**src/rtl/uart_pkg.sv**
```systemverilog
// Shared UART receiver definitions: frame constants, FSM state type and the
// parity helper. Optional feature macro: UART_RX_PARITY_EN (adds the PARITY state).
package uart_pkg;

  localparam int DATA_BITS = 8;
  localparam int BIT_IDX_W = $clog2(DATA_BITS);

`ifdef UART_RX_PARITY_EN
  typedef enum logic [2:0] {
    IDLE   = 3'd0,
    START  = 3'd1,
    DATA   = 3'd2,
    PARITY = 3'd3,
    STOP   = 3'd4
  } uart_rx_state_e;
`else
  typedef enum logic [2:0] {
    IDLE   = 3'd0,
    START  = 3'd1,
    DATA   = 3'd2,
    STOP   = 3'd4
  } uart_rx_state_e;
`endif

  // Even parity: the data bits plus the parity bit must XOR to zero.
  function automatic logic even_parity_ok(input logic [DATA_BITS-1:0] d, input logic p);
    return ~(^d ^ p);
  endfunction

endpackage

```
**src/rtl/sync_2ff.sv**
```systemverilog
// Two-flop synchronizer for a single asynchronous input. The reset value is a
// parameter so idle-high lines come out of reset already at their idle level.
module sync_2ff #(
  parameter logic RESET_VAL = 1'b1
) (
  input  logic clk,
  input  logic rst,
  input  logic i_d,
  output logic o_q
);

  logic r_meta;
  logic r_sync;

  // Two register stages; only r_sync is safe to use downstream.
  always_ff @(posedge clk) begin
    if (rst) begin
      r_meta <= RESET_VAL;
      r_sync <= RESET_VAL;
    end else begin
      r_meta <= i_d;
      r_sync <= r_meta;
    end
  end

  assign o_q = r_sync;

endmodule

```
**src/rtl/uart_byte_rx.sv**
```systemverilog
// UART byte receiver, 8 data bits, LSB first, one stop bit.
// Optional feature macro: UART_RX_PARITY_EN (adds an even parity bit, the
// PARITY state and the parity_err output).
// Output semantics: valid, frame_err and parity_err are single-cycle pulses,
// at most one per frame and never together; data only changes with valid.
// dbg_state exposes the FSM state for observation.
module uart_byte_rx
  import uart_pkg::*;
#(
  parameter int CLKS_PER_BIT = 104
) (
  input  logic                 clk,
  input  logic                 rst,
  input  logic                 din,
  output logic [7:0]           data,
  output logic                 valid,
  output logic                 frame_err,
`ifdef UART_RX_PARITY_EN
  output logic                 parity_err,
`endif
  output logic                 busy,
  output uart_rx_state_e       dbg_state
);

  localparam int CNT_W = $clog2(CLKS_PER_BIT);
  localparam logic [CNT_W-1:0] CNT_LAST = CNT_W'(CLKS_PER_BIT - 1);
  localparam logic [CNT_W-1:0] CNT_HALF = CNT_W'(CLKS_PER_BIT / 2 - 1);
  localparam logic [BIT_IDX_W-1:0] BIT_LAST = BIT_IDX_W'(DATA_BITS - 1);

  logic                 w_din_s;
  logic                 w_tick;
  uart_rx_state_e       r_state;
  uart_rx_state_e       w_state_next;
  logic [CNT_W-1:0]     r_cnt;
  logic [BIT_IDX_W-1:0] r_bit_idx;
  logic [7:0]           r_shift;
  logic [7:0]           r_data;
  logic                 r_armed;
  logic                 r_valid;
  logic                 r_frame_err;
`ifdef UART_RX_PARITY_EN
  logic                 r_parity_err;
  logic                 r_par_bad;
`endif

  sync_2ff #(.RESET_VAL(1'b1)) u_sync_din (
    .clk (clk),
    .rst (rst),
    .i_d (din),
    .o_q (w_din_s)
  );

  // Sample tick: mid start bit in START, end of the bit period elsewhere.
  assign w_tick = (r_state == START) ? (r_cnt == CNT_HALF) : (r_cnt == CNT_LAST);

  // FSM state register.
  always_ff @(posedge clk) begin
    if (rst) r_state <= IDLE;
    else     r_state <= w_state_next;
  end

  // FSM next-state logic.
  always_comb begin
    w_state_next = r_state;
    case (r_state)
      IDLE:  if (r_armed && !w_din_s) w_state_next = START;
      START: if (w_tick) w_state_next = w_din_s ? IDLE : DATA;
      DATA: begin
        if (w_tick && (r_bit_idx == BIT_LAST)) begin
`ifdef UART_RX_PARITY_EN
          w_state_next = PARITY;
`else
          w_state_next = STOP;
`endif
        end
      end
`ifdef UART_RX_PARITY_EN
      PARITY: if (w_tick) w_state_next = STOP;
`endif
      STOP:    if (w_tick) w_state_next = IDLE;
      default: w_state_next = IDLE;
    endcase
  end

  // Bit-period counter: held at zero in IDLE, restarts after every sample.
  always_ff @(posedge clk) begin
    if (rst || (r_state == IDLE) || w_tick) r_cnt <= '0;
    else                                     r_cnt <= r_cnt + 1'b1;
  end

  // Datapath: arming, shifting, parity capture and result pulses.
  always_ff @(posedge clk) begin
    if (rst) begin
      r_armed     <= 1'b0;
      r_bit_idx   <= '0;
      r_shift     <= 8'h00;
      r_data      <= 8'h00;
      r_valid     <= 1'b0;
      r_frame_err <= 1'b0;
`ifdef UART_RX_PARITY_EN
      r_parity_err <= 1'b0;
      r_par_bad    <= 1'b0;
`endif
    end else begin
      r_valid     <= 1'b0;
      r_frame_err <= 1'b0;
`ifdef UART_RX_PARITY_EN
      r_parity_err <= 1'b0;
`endif
      case (r_state)
        IDLE: begin
          r_bit_idx <= '0;
`ifdef UART_RX_PARITY_EN
          r_par_bad <= 1'b0;
`endif
          // A start edge only counts after the line was seen idle high.
          if (w_state_next != IDLE) r_armed <= 1'b0;
          else if (w_din_s)         r_armed <= 1'b1;
        end
        DATA: begin
          if (w_tick) begin
            r_shift   <= {w_din_s, r_shift[7:1]};
            r_bit_idx <= r_bit_idx + 1'b1;
          end
        end
`ifdef UART_RX_PARITY_EN
        PARITY: begin
          if (w_tick) r_par_bad <= ~even_parity_ok(r_shift, w_din_s);
        end
`endif
        STOP: begin
          if (w_tick) begin
            // A good stop bit doubles as the idle-high that re-arms the
            // receiver, so a start bit right after it is caught.
            r_armed <= w_din_s;
            if (!w_din_s) begin
              r_frame_err <= 1'b1;
            end
`ifdef UART_RX_PARITY_EN
            else if (r_par_bad) begin
              r_parity_err <= 1'b1;
            end
`endif
            else begin
              r_data  <= r_shift;
              r_valid <= 1'b1;
            end
          end
        end
        default: r_armed <= 1'b0;
      endcase
    end
  end

  assign data       = r_data;
  assign valid      = r_valid;
  assign frame_err  = r_frame_err;
`ifdef UART_RX_PARITY_EN
  assign parity_err = r_parity_err;
`endif
  assign busy       = (r_state != IDLE);
  assign dbg_state  = r_state;

endmodule
```
**config.mk**
```make
export PLATFORM = sky130hd
export DESIGN_NAME = uart_byte_rx
export DESIGN_NICKNAME = d
export VERILOG_FILES = /design/src/rtl/uart_pkg.sv /design/src/rtl/sync_2ff.sv /design/src/rtl/uart_byte_rx.sv
export SDC_FILE = /design/constraint.sdc
export NUM_CORES = 1
export LEC_CHECK = 0
export BUFFER_PORTS_ARGS = -buffer_cell sky130_fd_sc_hd__buf_2
export CORE_MARGIN = 4
export CORE_UTILIZATION = 39
export CTS_CLUSTER_SIZE = 30
export DETAILED_ROUTE_END_ITERATION = 8
export GPL_ROUTABILITY_DRIVEN = 0
export HOLD_SLACK_MARGIN = 0.15
export PLACE_DENSITY_LB_ADDON = 0.2
export SLEW_MARGIN = 20
export SYNTH_ARGS = -nofsm -noshare
export SYNTH_HDL_FRONTEND = slang
export SYNTH_HIERARCHICAL = 1
export SYNTH_SLANG_ARGS = --single-unit
```
**constraint.sdc**
```tcl
create_clock -name clk -period 2.35 [get_ports clk]
set_input_delay 0.3525 -clock clk [delete_from_list [all_inputs] [get_ports clk]]
set_output_delay 0.3525 -clock clk [all_outputs]
set_load 0.02 [all_outputs]
```
==> impl_table.tex, run 1 <==
\begin{tabular}{lr}
\hline
Metric & Value \\
\hline
\multicolumn{2}{l}{\textbf{CTS}} \\
Hold\_buf cts & 0 \\
CTS tree & built \\
Sinks on the clock net & 34 \\
Number of post-CTS setup repair buffers & 0 \\
CTS H-Tree Depth & 2 \\
Clk root buf & sky130\_fd\_sc\_hd\_\_clkbuf\_8 \\
Clock buffers created by TritonCTS & 5 \\
CTS clk-pin slew, worst paths & 0.06 ns \\
Clock latency reported for the late side of the worst-skew pair & 0.28 ns \\
Buffers from clock root to sink, at most & 2 \\
Post-CTS Resized & 0 \\
\multicolumn{2}{l}{\textbf{Detailed routing}} \\
Post-route ant nets & 0 \\
Drt first pass iters & 4 \\
Iteration-0 DRC count of the detailed router & 74 \\
Post-detailed-route wirelength per cell & 13.0 µm \\
Final WL & around 2.8 mm \\
Via density per instance & 4.93 \\
Number of vias in the routed layout & 1054 \\
\# DRC & 0 \\
\multicolumn{2}{l}{\textbf{Timing}} \\
Hold violation count in the final report & 0 \\
Post-Route Hold Slack & around 0.25 ns \\
Fmax & between 400 and 500 MHz \\
Unrepaired setup endpoints after global routing & no \\
Max Slew Vio Count & 0 \\
Rel. slew slack & 0.588 \\
Worst clock skew & 0.00560 ns \\
Measured slew at the worst slew-check pin & 0.616 ns \\
Number of endpoints failing setup at the final stage & 0 \\
Share of the clock period used by the worst path & 0.883 \\
Summed negative setup slack over all endpoints & 0 ns \\
Minimum clock period & 2.08 ns \\
\multicolumn{2}{l}{\textbf{Layout}} \\
Antenna diodes & 0 \\
Post-route insts no fill & 214 \\
Fill cell instance count of the final layout & 361 \\
Leading cell type in the layout, fill and taps excluded & sky130\_fd\_sc\_hd\_\_dfxtp\_1 \\
Synthesis-to-layout area growth & 12.8\% \\
Fraction of final layout cells with drive strength greater than 1 & 0.157 \\
Total number of nets in the final design & 172 \\
Finished Core Util & 0.455 \\
Commonest non-fill, non-tap cells in the layout & sky130\_fd\_sc\_hd\_\_dfxtp\_1 (34), sky130\_fd\_sc\_hd\_\_nand2b\_1 (18), sky130\_fd\_sc\_hd\_\_mux2i\_1 (16), sky130\_fd\_sc\_hd\_\_buf\_2 (16), sky130\_fd\_sc\_hd\_\_nor2\_1 (11) \\
\multicolumn{2}{l}{\textbf{Global route}} \\
Antenna violations before repair & 0 \\
Maximum number of pins on one net before global-route repair & 30 \\
Via count of the first global-routing pass & 1080 \\
Global route total overflow & 0 \\
Total Routing Usage GR & 0.124 \\
First-pass GRT wire length & 4.77 mm \\
\multicolumn{2}{l}{\textbf{Synthesis}} \\
Summed instance area of the synthesized netlist & roughly 1500 µm² \\
Sequential cell area fraction in the yosys report & 0.461 \\
Leading post-synthesis cells by cell area & sky130\_fd\_sc\_hd\_\_dfxtp\_1 (46\%), sky130\_fd\_sc\_hd\_\_mux2i\_1 (11\%), sky130\_fd\_sc\_hd\_\_nand2b\_1 (7.6\%) \\
Top-area cell type share of the netlist area & 0.461 \\
Cell type contributing the most total cell area after synthesis & sky130\_fd\_sc\_hd\_\_dfxtp\_1 \\
Number of instances in the synthesized netlist & 149 \\
Number of different library cells in the post-synthesis netlist & 36 \\
Flip-flop and latch count after synthesis & 34 \\
Net count of the mapped netlist & between 150 and 200 \\
Per-instance average area after synthesis & around 10 µm² \\
Synthesis Warnings & 6 \\
\multicolumn{2}{l}{\textbf{Placement}} \\
Number of port buffers & 16 \\
Post-DP HPWL & 2.00 mm \\
Placed cell count & 207 \\
\multicolumn{2}{l}{\textbf{Floorplanning}} \\
Die width & between 60 and 70 µm \\
Std-Cell Core Area & around 3700 µm² \\
Vertical extent of the die & 69.5 µm \\
I/O pin cnt & 17 \\
Die area & $\sim$4800 µm² \\
Number of cell rows & 22 \\
Starting density of the core & 0.403 \\
\multicolumn{2}{l}{\textbf{Setup path}} \\
Worst path required time & 2.54 ns \\
Worst path arrival time & 2.27 ns \\
Top Family by Delay on Critical Path & simple AND/OR/NAND/NOR gates \\
Critical path's slowest cell & sky130\_fd\_sc\_hd\_\_nand4\_1 \\
Critical Path Max Stage Delay & 0.51 ns \\
Capturing element type of the critical path & register \\
CP Buf/Inv Count & 0 \\
Cells traversed along the worst timing path & or3b\_4 -> mux2\_4 -> nand4\_1 -> mux2i\_1 \\
Category of the critical setup timing path & reg2reg \\
Critical Path Source Type & register \\
Crit Path Max Fanout & 9 \\
\multicolumn{2}{l}{\textbf{Worst hold path}} \\
Worst Hold Class & in2reg \\
\multicolumn{2}{l}{\textbf{Run status}} \\
Run status & finished, final reports clean \\
\multicolumn{2}{l}{\textbf{Power and ir drop}} \\
LEAKAGE & 0.746 nW \\
Peak supply drop & 339 µV \\
Power density of the placed cells & 602 nW/µm² \\
\multicolumn{2}{l}{\textbf{Flow run}} \\
Max-capacitance violation count & 0 \\
\hline
\end{tabular}
-- final timing paths --
path | start | end | slack [ns] | cells past startpoint
worst max-delay path | dbg_state[0] | data[2] | 0.27 | 4
worst min-delay path | din | u_sync_din/r_meta | 0.25 | 2
worst max register to register | dbg_state[0] | data[2] | 0.27 | 4
worst min register to register | u_sync_din/r_meta | u_sync_din/o_q | 0.42 | 1
-- cells in the mapped netlist --
| library cell | n |
|---|---|
| sky130_fd_sc_hd__nor4_1 | 1 |
| sky130_fd_sc_hd__or3b_4 | 1 |
| sky130_fd_sc_hd__o21ai_0 | 1 |
| sky130_fd_sc_hd__mux2i_4 | 1 |
| sky130_fd_sc_hd__ha_1 | 3 |
| sky130_fd_sc_hd__and2_1 | 1 |
| sky130_fd_sc_hd__a2111oi_1 | 1 |
| sky130_fd_sc_hd__buf_4 | 1 |
| sky130_fd_sc_hd__clkbuf_1 | 4 |
| sky130_fd_sc_hd__a21oi_1 | 6 |
| sky130_fd_sc_hd__buf_2 | 1 |
| sky130_fd_sc_hd__o211ai_1 | 4 |
| sky130_fd_sc_hd__nand2_2 | 1 |
| sky130_fd_sc_hd__nor2_1 | 11 |
| sky130_fd_sc_hd__nand4b_1 | 1 |
| sky130_fd_sc_hd__and3b_1 | 2 |
| sky130_fd_sc_hd__nor3b_2 | 1 |
| sky130_fd_sc_hd__mux2i_1 | 16 |
| sky130_fd_sc_hd__nand2b_1 | 18 |
| sky130_fd_sc_hd__xor2_1 | 2 |
| sky130_fd_sc_hd__o2111ai_1 | 1 |
| sky130_fd_sc_hd__or2_1 | 2 |
| sky130_fd_sc_hd__nor2b_1 | 2 |
| sky130_fd_sc_hd__nand4_1 | 1 |
| sky130_fd_sc_hd__xnor2_1 | 3 |
| sky130_fd_sc_hd__nand3b_1 | 4 |
| sky130_fd_sc_hd__nor3b_1 | 2 |
| sky130_fd_sc_hd__o21ai_1 | 3 |
| sky130_fd_sc_hd__nand3_1 | 8 |
| sky130_fd_sc_hd__nor3_1 | 1 |
| sky130_fd_sc_hd__inv_1 | 3 |
| sky130_fd_sc_hd__mux2_4 | 1 |
| sky130_fd_sc_hd__dfxtp_1 | 34 |
| sky130_fd_sc_hd__and3_1 | 2 |
| sky130_fd_sc_hd__o31ai_1 | 1 |
| sky130_fd_sc_hd__nand2_1 | 4 |
-- power breakdown --
part / switching (mW) / total (mW) / internal, mW
logic: 0.0177 / 0.0313 / 0.0135
registers: 0.00383 / 0.585 / 0.581
clock network: 0.183 / 0.387 / 0.203
-- worst register-to-register path: cells and delay by family (launching register included) --
family           cells  cell delay [ns]
DFF                  1             0.44
muxes                2             0.59
and+or+nand+nor      2             0.96
-- flip-flops by register name, indices dropped and copies added (netlist names) --
name	cells
data	8
valid	1
r_cnt	7
r_armed	1
r_bit_idx	3
frame_err	1
u_sync_din/r_meta	1
r_shift	8
dbg_state	3
u_sync_din/o_q	1
-- stage by stage --
stage / instance area (µm²) / power (mW) / worst slack [ns]
finish: 1670 / 1.00 / 0.274
global route: 1670 / 1.05 / 0.0883
CTS: 1670 / 1.03 / 0.257
detailed placement: 1590 / 0.629 / 0.261
global placement: 1590 / 0.628 / 0.354
floorplan: 1480 / 0.621 / 0.536
-- cells by family after synthesis --
logic type      Yosys count  synth area share
simple gates             63             0.252
fa+ha+maj                 3            0.0254
mux                      18             0.134
compound gates           17            0.0720
buf+inv                   9            0.0263
flops                    34             0.461
xor+xnor                  5            0.0297
-- metal layers --
layer	wire (µm)	global-route usage	vias to the layer above
met5	0	0	-
met4	36	0.0586	0
met3	146	0.0551	5
met2	1350	0.203	17
met1	1240	0.135	483
li1	-	-	549
-- cell type report --
| cell class | instances | area [µm²] | area share |
|---|---|---|---|
| Multi-Input combinational cell | 106 | 757 | 0.455 |
| Timing Repair Buffer | 16 | 80.1 | 0.0481 |
| Inverter | 3 | 11.3 | 0.00676 |
| Sequential cell | 34 | 681 | 0.409 |
| Tap cell | 48 | 60.1 | 0.0361 |
| Clock buffer | 7 | 76.3 | 0.0458 |
No activity file was read; power rests on OpenSTA's default activity.
==> run 2: changes to the inputs <==
Settings changed: ABC_AREA set to 1.
==> impl_table.tex, run 2 <==
\begin{tabular}{lr}
\hline
Metric & Value \\
\hline
\multicolumn{2}{l}{\textbf{Synthesis}} \\
Most frequently used flop master after synthesis & sky130\_fd\_sc\_hd\_\_dfxtp\_1 \\
Cell type contributing the most total cell area after synthesis & sky130\_fd\_sc\_hd\_\_dfxtp\_1 \\
Leading post-synthesis cells by cell area & sky130\_fd\_sc\_hd\_\_dfxtp\_1 (49\%), sky130\_fd\_sc\_hd\_\_a21oi\_1 (7.6\%), sky130\_fd\_sc\_hd\_\_inv\_1 (7.3\%) \\
Flip-flop and latch count after synthesis & 34 \\
Top-area cell type share of the netlist area & 0.491 \\
Number of enable-type register cells in the synthesized netlist & 0 \\
Summed instance area of the synthesized netlist & 1390 µm² \\
Synth top cells by count & sky130\_fd\_sc\_hd\_\_dfxtp\_1 (34), sky130\_fd\_sc\_hd\_\_inv\_1 (27), sky130\_fd\_sc\_hd\_\_nand2\_1 (22) \\
Synthesis Warnings & 6 \\
Most frequent cell after synthesis & sky130\_fd\_sc\_hd\_\_dfxtp\_1 \\
Per-instance average area after synthesis & 8.11 µm² \\
Number of different library cells in the post-synthesis netlist & 24 \\
Async SR Flop Fraction & 0 \\
Number of instances in the synthesized netlist & roughly 170 \\
Sequential cell area fraction in the yosys report & 0.491 \\
Net count of the mapped netlist & 177 \\
\multicolumn{2}{l}{\textbf{Layout}} \\
Total number of nets in the final design & 197 \\
Fill cell instance count of the final layout & 332 \\
Commonest non-fill, non-tap cells in the layout & sky130\_fd\_sc\_hd\_\_dfxtp\_1 (34), sky130\_fd\_sc\_hd\_\_inv\_1 (27), sky130\_fd\_sc\_hd\_\_nand2\_1 (22), sky130\_fd\_sc\_hd\_\_a21oi\_1 (21), sky130\_fd\_sc\_hd\_\_buf\_2 (16) \\
Final std cell area, no fill & 1570 µm² \\
Antenna diodes & 0 \\
Fraction of final layout cells with drive strength greater than 1 & 0.198 \\
Leading cell type in the layout, fill and taps excluded & sky130\_fd\_sc\_hd\_\_dfxtp\_1 \\
Synthesis-to-layout area growth & 12.8\% \\
\multicolumn{2}{l}{\textbf{Worst hold path}} \\
Worst hold endpoint & u\_sync\_din/r\_meta \\
Startpoint of the worst hold path & din \\
WHS Path Cells & 3 \\
Worst Hold Class & in2reg \\
\multicolumn{2}{l}{\textbf{CTS}} \\
Clock buffers created by TritonCTS & 5 \\
Clk root buf & sky130\_fd\_sc\_hd\_\_clkbuf\_4 \\
Sinks on the clock net & 34 \\
CTS H-Tree Depth & 2 \\
CTS clk-pin slew, worst paths & 0.11 ns \\
Clock latency reported for the late side of the worst-skew pair & 0.34 ns \\
Hold\_buf cts & 0 \\
Buffers from clock root to sink, at most & 2 \\
CTS tree & built \\
Number of post-CTS setup repair buffers & 0 \\
Post-CTS Resized & 0 \\
\multicolumn{2}{l}{\textbf{Floorplanning}} \\
Number of cell rows & 21 \\
Vertical extent of the die & 67.7 µm \\
I/O pin cnt & 17 \\
Die area & 4580 µm² \\
Std-Cell Core Area & 3390 µm² \\
Die width & 67.7 µm \\
Starting density of the core & 0.409 \\
\multicolumn{2}{l}{\textbf{Setup path}} \\
Worst r2r dst & r\_shift[6] \\
Setup slack, reg-to-reg & 0.71 ns \\
Worst path required time & roughly 2.6 ns \\
Number of cells on the worst reg-to-reg path & 6 \\
Crit Path Max Fanout & 19 \\
Critical Path Source Type & register \\
Worst path arrival time & 1.87 ns \\
Capturing element type of the critical path & register \\
Reg-to-reg critical path startpoint & r\_cnt[0] \\
Category of the critical setup timing path & reg2reg \\
\multicolumn{2}{l}{\textbf{Global route}} \\
Via count of the first global-routing pass & roughly 1100 \\
Global route total overflow & 0 \\
Antenna violations before repair & 0 \\
First-pass GRT wire length & 4.49 mm \\
Maximum number of pins on one net before global-route repair & 20 \\
Total Routing Usage GR & 0.135 \\
\multicolumn{2}{l}{\textbf{Timing}} \\
Minimum clock period & 1.64 ns \\
Unrepaired setup endpoints after global routing & no \\
Measured slew at the worst slew-check pin & 0.418 ns \\
Rel. slew slack & 0.721 \\
Hold violation count in the final report & 0 \\
Max Slew Vio Count & 0 \\
Summed negative setup slack over all endpoints & 0 ns \\
Number of endpoints failing setup at the final stage & 0 \\
Share of the clock period used by the worst path & 0.700 \\
Worst clock skew & between 0.01 and 0.015 ns \\
Fmax & 608 MHz \\
Post-Route Hold Slack & 0.191 ns \\
\multicolumn{2}{l}{\textbf{Detailed routing}} \\
Post-route ant nets & 0 \\
Iteration-0 DRC count of the detailed router & 82 \\
Post-detailed-route wirelength per cell & $\sim$11 µm \\
Via density per instance & 4.63 \\
Drt first pass iters & 4 \\
\# DRC & 0 \\
Number of vias in the routed layout & 1103 \\
Final WL & between 2 and 3 mm \\
\multicolumn{2}{l}{\textbf{Power and ir drop}} \\
LEAKAGE & 0.691 nW \\
Total power of the final layout & 0.950 mW \\
Power density of the placed cells & 607 nW/µm² \\
Peak supply drop & about 270 µV \\
\multicolumn{2}{l}{\textbf{Placement}} \\
Number of port buffers & 16 \\
Total cell area at the placement stage & about 1500 µm² \\
Post-DP HPWL & 1.80 mm \\
\multicolumn{2}{l}{\textbf{Run status}} \\
Run status & finished, final reports clean \\
\multicolumn{2}{l}{\textbf{Flow run}} \\
Max-capacitance violation count & 0 \\
\hline
\end{tabular}
[run 2: changes by cell type after synthesis, moves of 14 or more]
cell	before	now
sky130_fd_sc_hd__mux2i_1	16	0
sky130_fd_sc_hd__o21ai_0	1	15
sky130_fd_sc_hd__inv_1	3	27
sky130_fd_sc_hd__nand2b_1	18	0
sky130_fd_sc_hd__a21oi_1	6	21
sky130_fd_sc_hd__nand2_1	4	22
[run 2: area by class of cell]
type	count	area (µm²)	area share
well taps	46	57.6	0.0368
multi-input cells	104	567	0.362
clock buffers	6	51.3	0.0328
repair buffers	17	87.6	0.0560
inverters	29	109	0.0695
clock inverters	2	12.5	0.00799
flip-flops and latches	34	681	0.435
[run 2: worst max-delay path by stage]
stage | start | end | slack [ns] | depth (start not counted)
6_report | r_cnt[0] | r_shift[6] | 0.71 | 6
5_1_grt | r_cnt[0] | r_shift[6] | 0.48 | 6
4_1_cts | r_cnt[0] | r_shift[6] | 0.69 | 6
3_5_place_dp | r_cnt[0] | r_shift[7] | 0.72 | 6
3_3_place_gp | r_cnt[0] | r_shift[7] | 0.80 | 6
2_1_floorplan | dbg_state[2] | data[6] | 0.94 | 9
[run 2: where the power goes]
| group | switching, mW | internal [mW] | leakage [nW] |
|---|---|---|---|
| sequential | 0.00369 | 0.580 | 0.275 |
| clock | 0.195 | 0.144 | 0.0343 |
| combinational | 0.0185 | 0.00904 | 0.382 |
| total | 0.218 | 0.733 | 0.691 |
[run 2: kinds of logic after synthesis]
kind of cell / after synthesis / share of synthesized area
simple gates: 58 / 0.207
compound gates: 41 / 0.161
flops: 34 / 0.491
buf+inv: 33 / 0.101
fa+ha+maj: 3 / 0.0271
xor+xnor: 2 / 0.0126
[run 2: routing by layer]
layer / vias up / GRT usage / part of all wire
met5: - / 0 / 0
met4: 0 / 0.0962 / 0.036
met3: 12 / 0.0566 / 0.058
met2: 39 / 0.203 / 0.45
met1: 462 / 0.154 / 0.46
li1: 590 / - / -
[run 2: worst max-delay path, cell delays in order (launching register included)]
cell and delay, ns:
sky130_fd_sc_hd__dfxtp_1 0.36, sky130_fd_sc_hd__ha_1 0.19, sky130_fd_sc_hd__nand2_1 0.10, sky130_fd_sc_hd__nor2_4 0.13
sky130_fd_sc_hd__nand4_2 0.37, sky130_fd_sc_hd__o21ai_0 0.32, sky130_fd_sc_hd__a21oi_1 0.06
[run 2: per-stage QoR]
step / cells / utilization / worst slack, ns
floorplan: 171 / - / 0.942
global placement: 230 / 0.443 / 0.800
detailed placement: 230 / 0.443 / 0.720
CTS: 238 / 0.462 / 0.690
global route: 238 / 0.462 / 0.485
finish: 238 / 0.462 / 0.705
